File: src/rtl/sync_fifo.sv
// Synchronous first-word-fall-through FIFO with an early-warning "almost full" flag.
// Occupancy is tracked by an explicit counter, so full and empty never alias.
module sync_fifo #(
   parameter int ADDR_WIDTH = 3,
   parameter int DATA_WIDTH = 16,
   parameter int RESERVE    = 2
) (
   input  logic                  clk,
   input  logic                  reset,
   input  logic                  wr_en,
   input  logic [DATA_WIDTH-1:0] data_in,
   output logic                  wr_request,
   output logic                  async_empty,
   input  logic                  rd_en,
   output logic [DATA_WIDTH-1:0] data_out,
   output logic                  rd_request,
   output logic                  async_full
);

   localparam int DEPTH    = 1 << ADDR_WIDTH;
   localparam int THRESH_I = DEPTH - RESERVE;
   localparam logic [ADDR_WIDTH:0] FULL_COUNT  = DEPTH[ADDR_WIDTH:0];
   localparam logic [ADDR_WIDTH:0] ALMOST_FULL = THRESH_I[ADDR_WIDTH:0];

   logic [DATA_WIDTH-1:0] mem [DEPTH];
   logic [ADDR_WIDTH-1:0] wr_ptr;
   logic [ADDR_WIDTH-1:0] rd_ptr;
   logic [ADDR_WIDTH:0]   count;
   logic                  wr_fire;
   logic                  rd_fire;

   // Reset wins over both ports, so the memory is never written during reset.
   assign wr_fire = wr_en & wr_request & ~reset;
   assign rd_fire = rd_en & rd_request & ~reset;

   assign wr_request  = (count != FULL_COUNT);
   assign rd_request  = (count != '0);
   assign async_empty = (count == '0);
   assign async_full  = (count >= ALMOST_FULL);
   assign data_out    = rd_request ? mem[rd_ptr] : '0;

   // NOTE: sequential state uses non-blocking assignments so every flop samples pre-edge values.
   always_ff @(posedge clk) begin
      if (reset) begin
         wr_ptr <= '0;
         rd_ptr <= '0;
         count  <= '0;
      end else begin
         if (wr_fire) wr_ptr <= wr_ptr + ADDR_WIDTH'(1);
         if (rd_fire) rd_ptr <= rd_ptr + ADDR_WIDTH'(1);
         case ({wr_fire, rd_fire})
            2'b10:   count <= count + (ADDR_WIDTH+1)'(1);
            2'b01:   count <= count - (ADDR_WIDTH+1)'(1);
            default: count <= count;
         endcase
      end
   end

   // NOTE: storage has no reset; stale words are unreachable once the pointers and count clear.
   always_ff @(posedge clk) begin
      if (wr_fire) mem[wr_ptr] <= data_in;
   end

endmodule

File: config.mk
export PLATFORM = sky130hd
export DESIGN_NAME = sync_fifo
export DESIGN_NICKNAME = d
export VERILOG_FILES = /design/src/rtl/sync_fifo.sv
export SDC_FILE = /design/constraint.sdc
export NUM_CORES = 1
export LEC_CHECK = 0
export CAP_MARGIN = 30
export CORE_UTILIZATION = 58
export DETAILED_ROUTE_END_ITERATION = 12
export GPL_ROUTABILITY_DRIVEN = 0
export PLACE_DENSITY = 0.79
export RECOVER_POWER = 100
export SYNTH_ARGS = -nofsm -noshare
export SYNTH_HDL_FRONTEND = slang
export SYNTH_SLANG_ARGS = --single-unit
File: constraint.sdc
create_clock -name clk -period 3.4 [get_ports clk]
set_input_delay 0.68 -clock clk [delete_from_list [all_inputs] [get_ports clk]]
set_output_delay 0.68 -clock clk [all_outputs]
set_load 0.01 [all_outputs]
==> summary.md, run 1 <==
### Detailed routing
* **number of DRC violations after detailed-routing iteration 0** 214
* **count of TritonRoute iterations in the first routing pass** 4
* **average vias per placed instance** 5.75
* **WL final** 10300 um
* **Remaining DRCs** 0
* **DR WL/cell** 21.2 um
* **number of vias after detailed routing** 2776
* **post-route antenna net violation count** 0

### Synth
* **post-synthesis instance area** 0.00558 sq mm
* **cells after synthesis** 281
* **fraction of the yosys area taken by sequential cells** 73.5%
* **number of synthesized register bits** 141
* **post-synthesis average cell area** 19.9 sq um
* **number of library cell types mapped by synthesis** 33
* **synthesized netlist net count** 306
* **yosys synthesis warning count** 0

### Placed design
* **post-detailed-placement half-perimeter wirelength** 5700 um
* **Placed Cells** 451
* **worst setup slack before clock tree synthesis** 0.424 ns
* **number of I/O port buffers** 39

### Power
* **clock share of power** 40.6%
* **leakage dissipation** 0.00210 uW
* **peak supply drop** 434 uV
* **Internal Power** 3090 uW
* **power after layout** 4080 uW
* **Logic pwr share** 11.4%
* **Switching Share** 24.2%
* **Reg power frac** 48.0%
* **total power density per cell area** 615 mW/mm^2
* **power dissipated by switching net loads** 985 uW

### Cells and area
* **layout cells sized above 1** 20.1%
* **Area growth, synth to finish** 18.7%
* **most frequent cells in the layout** sky130_fd_sc_hd__edfxtp_1 (128), sky130_fd_sc_hd__mux4_2 (32), sky130_fd_sc_hd__nor2_1 (29)
* **fin nets** 366
* **number of diodes** 0
* **post-layout instance count excluding filler cells** 483
* **most common library cell in the layout ignoring fill and taps** sky130_fd_sc_hd__edfxtp_1

### Global route
* **largest net degree at the start of global routing** 33
* **GR met3 Demand/Resource** 7.03%
* **overflow left after global routing** 0
* **Most Crowded Layer GR** met2
* **met2 Usage GRT** 37.2%
* **wire length of the first global-routing pass** 16000 um
* **initial antenna violation count** 0
* **met1 capacity usage during global routing** 28.2%
* **GRT Util Overall** 23.2%
* **number of global-route vias before repair** 2960

### Die
* **DIE HEIGHT** 100 um
* **area of the placeable core** 0.00928 sq mm
* **number of rows created at floorplan** 35
* **ports placed on the boundary** 40
* **die footprint** 0.0100 sq mm
* **effective utilization at floorplan** 60.1%
* **die width** 100 um

### Critical path
* **flop-to-flop setup slack** 0.60 ns
* **Critical R2R Launch** count[1]
* **RR Endpoint** count[2]
* **Critical path destination** data_out[7]
* **Worst Setup Start Kind** flip-flop
* **crit path DAT** 2.51 ns
* **crit end category** output pin
* **data required time at the worst endpoint** 2.72 ns
* **class of the most critical setup path** reg -> out
* **maximum net fanout on the critical path** 24
* **depth of the worst register-to-register path** 9

### Clock tree
* **clk_lat worst skew** 0.52 ns
* **clock slew at reported path FFs** 0.06 ns
* **maximum level of the CTS H-tree** 4
* **# clock sinks** 141
* **Root Buffer Master** sky130_fd_sc_hd__clkbuf_8
* **clock tree from TritonCTS** done
* **Longest Clk Path Bufs** 2
* **number of buffers inserted during clock tree synthesis** 17

### Status
* **run status** completed

### Timing
* **Worst Slack Setup Final** 0.206 ns
* **final critical-path share of the clock period** 93.9%
* **tightest hold margin** 0.490 ns
* **setup skew after layout** 0.0102 ns
* **maximum clock frequency** 313 MHz
* **Worst-Margin Slew** 1.23 ns
* **worst relative slew slack** 18.2%
* **RSZ-0062 raised after global routing** false
* **setup TNS** 0 ns
* **max-slew violation total from the final report** 0
* **final number of hold-violating endpoints** 0
* **fin crit period** 3.19 ns
* **final setup violation count** 0

### Run
* **max-cap violation count** 0

### Worst hold path
* **cell depth of the worst hold path** 2
* **critical hold path startpoint** rd_ptr[1]
* **class of the tightest hold or removal check** reg -> reg

how the worst min path moves through the flow:
stage	slack [ns]	to
4_1_cts	0.50	rd_ptr[1]
3_3_place_gp	0.47	rd_ptr[1]
5_1_grt	0.51	flip-flop
2_1_floorplan	0.45	flip-flop
6_report	0.49	rd_ptr[1]
3_5_place_dp	0.49	rd_ptr[1]
cell families after synthesis:
group           share of synthesized area [%]
mux                                      16.2
flops                                    73.5
xor+xnor                                 1.37
compound gates                          0.807
simple gates                             5.18
fa+ha+maj                                1.12
buf+inv                                  1.82
power groups by stage:
stage,sequential (uW),clock [uW],combinational (uW)
2_1_floorplan,1970,0,326
3_3_place_gp,1990,0,484
3_5_place_dp,2000,0,495
4_1_cts,1960,1680,500
5_1_grt,1960,1760,508
6_report,1960,1650,466
final cells by class:
class | instances | area [sq um]
Clock buffer | 17 | 414
Timing Repair Buffer | 55 | 478
Inverter | 1 | 3.75
Multi-Input combinational cell | 125 | 1340
Clock inverter | 15 | 125
Fill cell | 602 | 2660
Tap cell | 129 | 161
Sequential cell | 141 | 4110
synthesized netlist by cell type:
cell	number	area share, %
sky130_fd_sc_hd__clkbuf_1	1	0.067
sky130_fd_sc_hd__clkinv_4	1	0.16
sky130_fd_sc_hd__or4_4	1	0.20
sky130_fd_sc_hd__mux2i_1	17	3.0
sky130_fd_sc_hd__nand4b_1	1	0.16
sky130_fd_sc_hd__nor2_1	29	2.0
sky130_fd_sc_hd__dfxtp_1	13	4.7
sky130_fd_sc_hd__or4b_4	1	0.25
sky130_fd_sc_hd__nand2_4	1	0.20
sky130_fd_sc_hd__mux4_2	32	13
sky130_fd_sc_hd__xor2_2	2	0.58
sky130_fd_sc_hd__o22ai_1	1	0.11
sky130_fd_sc_hd__buf_1	4	0.27
sky130_fd_sc_hd__buf_2	2	0.18
sky130_fd_sc_hd__or3_1	1	0.11
sky130_fd_sc_hd__nor2b_1	1	0.11
sky130_fd_sc_hd__ha_1	5	1.1
sky130_fd_sc_hd__nor3_1	4	0.36
sky130_fd_sc_hd__a21oi_1	4	0.36
sky130_fd_sc_hd__nand2_1	5	0.34
sky130_fd_sc_hd__mux2_1	1	0.20
sky130_fd_sc_hd__a32oi_1	1	0.16
sky130_fd_sc_hd__xor2_1	5	0.78
sky130_fd_sc_hd__nand3_2	1	0.18
sky130_fd_sc_hd__buf_6	3	0.61
sky130_fd_sc_hd__nor4_1	1	0.11
sky130_fd_sc_hd__buf_4	4	0.54
sky130_fd_sc_hd__edfxtp_1	128	69
sky130_fd_sc_hd__nand3_1	3	0.27
sky130_fd_sc_hd__nand2b_1	4	0.45
sky130_fd_sc_hd__nor3b_1	1	0.13
sky130_fd_sc_hd__nand3b_4	1	0.36
sky130_fd_sc_hd__o21ai_0	2	0.18
stage by stage:
step | area (sq um) | utilization, %
5_1_grt | 6630 | 71.4
3_5_place_dp | 6200 | 66.8
3_3_place_gp | 6200 | 66.8
4_1_cts | 6740 | 72.6
6_report | 6630 | 71.4
2_1_floorplan | 5580 | -
registers in the layout, summed over array words and instances (netlist names), named ones only:
| name | cells |
|---|---|
| mem | 128 |
| count | 4 |
| rd_ptr | 3 |
| wr_ptr | 3 |
worst max-delay path, cell delays in order (launching register included):
cell and delay [ns]:
sky130_fd_sc_hd__dfxtp_4 0.46, sky130_fd_sc_hd__buf_12 0.25, sky130_fd_sc_hd__mux4_2 0.54, sky130_fd_sc_hd__mux2i_1 0.18
sky130_fd_sc_hd__nor2_1 0.07, sky130_fd_sc_hd__clkdlybuf4s50_1 0.49
metal layers:
layer	vias up	wire length [um]
li1	1245	-
met1	1396	4030
met2	110	5250
met3	25	666
met4	0	319
met5	-	0
timing repair:
item,CTS,global route
hold buffers,0,0
setup buffers,0,0
resized for setup,0,1
setup endpoints to repair,0,7
Power figures use the tool's default switching activity.
==> run 2, diff against run 1 <==
CORE_ASPECT_RATIO = 1.25   (was default)
==> summary.md, run 2 (same netlist as run 1, synthesis figures left out) <==
### Detailed routing
* **WL final** 9870 um, was 10300 um
* **count of TritonRoute iterations in the first routing pass** 5, was 4
* **number of DRC violations after detailed-routing iteration 0** 243, was 214
* **number of vias after detailed routing** 2716, was 2776
* **Remaining DRCs** 0, unchanged
* **average vias per placed instance** 5.72, was 5.75
* **post-route antenna net violation count** 0, unchanged
* **DR WL/cell** 20.8 um, was 21.2 um

### Cells and area
* **fin nets** 364, was 366
* **layout cells sized above 1** 20.7%, was 20.1%
* **most common library cell in the layout ignoring fill and taps** sky130_fd_sc_hd__edfxtp_1, unchanged
* **post-layout instance count excluding filler cells** 475, was 483
* **Regs by FF count** mem x128, count x4, unchanged
* **number of flip-flops under the largest register name** 128, unchanged
* **largest reg by FF count** mem, unchanged
* **fillcell total** 548, was 602
* **most frequent cells in the layout** sky130_fd_sc_hd__edfxtp_1 (128), sky130_fd_sc_hd__dlygate4sd3_1 (35), sky130_fd_sc_hd__mux4_2 (32), was sky130_fd_sc_hd__edfxtp_1 (128), sky130_fd_sc_hd__mux4_2 (32), sky130_fd_sc_hd__nor2_1 (29)
* **Area growth, synth to finish** 20.2%, was 18.7%
* **number of diodes** 0, unchanged

### Run
* **max-cap violation count** 0, unchanged

### Power
* **peak supply drop** 650 uV, was 434 uV
* **leakage dissipation** 0.00218 uW, was 0.00210 uW
* **total power density per cell area** 642 mW/mm^2, was 615 mW/mm^2

### Critical path
* **cell at the slowest stage of the critical path** sky130_fd_sc_hd__dlygate4sd3_1, was sky130_fd_sc_hd__mux4_2
* **class of the most critical setup path** reg -> out, unchanged
* **maximum net fanout on the critical path** 32, was 24
* **CP Cell Sequence** buf_12 -> mux4_2 -> mux2i_1 -> nor2_1 -> dlygate4sd3_1, was buf_12 -> mux4_2 -> mux2i_1 -> nor2_1 -> clkdlybuf4s50_1
* **data required time at the worst endpoint** 2.72 ns, about the same
* **Critical path buffers and inverters** 2, unchanged
* **crit end category** output pin, unchanged
* **Top delay family on crit path** buffers and inverters, unchanged
* **Worst Setup Start Kind** flip-flop, unchanged
* **worst stage delay on the critical path** 0.60 ns, was 0.54 ns
* **crit path DAT** 2.46 ns, was 2.51 ns

### Timing
* **max-slew violation total from the final report** 0, unchanged
* **final number of hold-violating endpoints** 0, unchanged
* **setup TNS** 0 ns, unchanged
* **final setup violation count** 0, unchanged
* **Worst-Margin Slew** 1.24 ns, was 1.23 ns
* **RSZ-0062 raised after global routing** false, unchanged
* **setup skew after layout** 0.00468 ns, was 0.0102 ns
* **fin crit period** 3.14 ns, was 3.19 ns
* **final critical-path share of the clock period** 92.4%, was 93.9%
* **worst relative slew slack** 17.5%, was 18.2%
* **maximum clock frequency** 318 MHz, was 313 MHz
* **tightest hold margin** 0.479 ns, was 0.490 ns

### Die
* **ports placed on the boundary** 40, unchanged
* **area of the placeable core** 0.00922 sq mm, was 0.00928 sq mm
* **effective utilization at floorplan** 60.5%, was 60.1%
* **die width** 89.7 um, was 100 um
* **number of rows created at floorplan** 39, was 35
* **die footprint** 0.0100 sq mm, about the same
* **DIE HEIGHT** 112 um, was 100 um

### Clock tree
* **clock slew at reported path FFs** 0.06 ns, about the same
* **CTS hold repair buffers** 0, unchanged
* **Longest Clk Path Bufs** 2, unchanged
* **# clock sinks** 141, unchanged
* **clk_lat worst skew** 0.41 ns, was 0.52 ns
* **number of buffers inserted during clock tree synthesis** 17, unchanged
* **number of cells upsized or downsized after cts** 0, unchanged
* **post-CTS setup repair buffer count** 0, unchanged
* **maximum level of the CTS H-tree** 4, unchanged
* **clock tree from TritonCTS** done, unchanged
* **Root Buffer Master** sky130_fd_sc_hd__clkbuf_16, was sky130_fd_sc_hd__clkbuf_8

### Global route
* **largest net degree at the start of global routing** 33, unchanged
* **initial antenna violation count** 0, unchanged
* **GRT Util Overall** 21.9%, was 23.2%
* **overflow left after global routing** 0, unchanged
* **wire length of the first global-routing pass** 15500 um, was 16000 um
* **number of global-route vias before repair** 2901, was 2960

### Placed design
* **number of I/O port buffers** 39, unchanged
* **post-detailed-placement half-perimeter wirelength** 5620 um, was 5700 um
* **Placed Cells** 443, was 451

### Status
* **run status** completed, unchanged

### Worst hold path
* **class of the tightest hold or removal check** reg -> reg, unchanged

## run 2: cell count changes in the layout (fill, tap and decap cells not counted), sizes merged
cell,previous run,this run
dlygate4sd3,20,35
clkinv,5,6
bufinv,0,4
clkdlybuf4s50,19,4
inv,10,2
clkbuf,29,27
clkinvlp,1,4
## run 2: layout make-up
cell class                 count  area [sq um]  share of cell area (%)
clock buffer                  17           425                    6.34
clock inverter                15           195                    2.91
inverter                       1          8.76                   0.131
multi-input combinational    125          1350                    20.1
sequential                   141          4110                    61.2
tap                          123           154                    2.29
timing repair buffer          53           470                    7.01
## run 2: power breakdown
part,total (uW),internal [uW],switching [uW]
Clock,1900,1220,673
Combinational,463,236,228
Sequential,1950,1930,20.4
## run 2: worst register-to-register path, stage by stage (launching register included)
cell and delay (ns):
sky130_fd_sc_hd__dfxtp_1 0.37, sky130_fd_sc_hd__or4b_1 0.64, sky130_fd_sc_hd__nand3b_1 0.37, sky130_fd_sc_hd__ha_1 0.33, sky130_fd_sc_hd__xor2_1 0.18, sky130_fd_sc_hd__ha_1 0.16, sky130_fd_sc_hd__a21oi_1 0.04, sky130_fd_sc_hd__xor2_1 0.16
sky130_fd_sc_hd__or3_1 0.31, sky130_fd_sc_hd__a21oi_1 0.14
## run 2: metrics by stage
step	utilization (%)	worst slack (ns)	total power [uW]	cell area [sq um]
6_report	72.7	0.260	4310	6710
5_1_grt	72.7	0.123	4450	6710
4_1_cts	73.7	0.331	4380	6800
3_5_place_dp	67.0	0.471	2490	6180
3_3_place_gp	67.0	0.549	2480	6180
2_1_floorplan	-	0.516	2300	5580
## run 2: worst paths after layout
| kind | slack (ns) | depth (start not counted) | to | from |
|---|---|---|---|---|
| hold reg to reg | 0.48 | 2 | rd_ptr[1] | rd_ptr[1] |
| hold / removal | 0.48 | 2 | rd_ptr[1] | rd_ptr[1] |
| setup / recovery | 0.26 | 5 | data_out[8] | flip-flop |
| setup reg to reg | 0.63 | 9 | count[2] | count[1] |
## run 2: metal layers
layer,up-vias,GRT usage [%],share of wire (%),routed length (um)
met2,70,38.9,56,5530
met1,1390,24.3,38,3780
met3,15,5.67,4.0,399
met5,-,0,0,0
li1,1241,-,-,-
met4,0,11.3,1.7,166
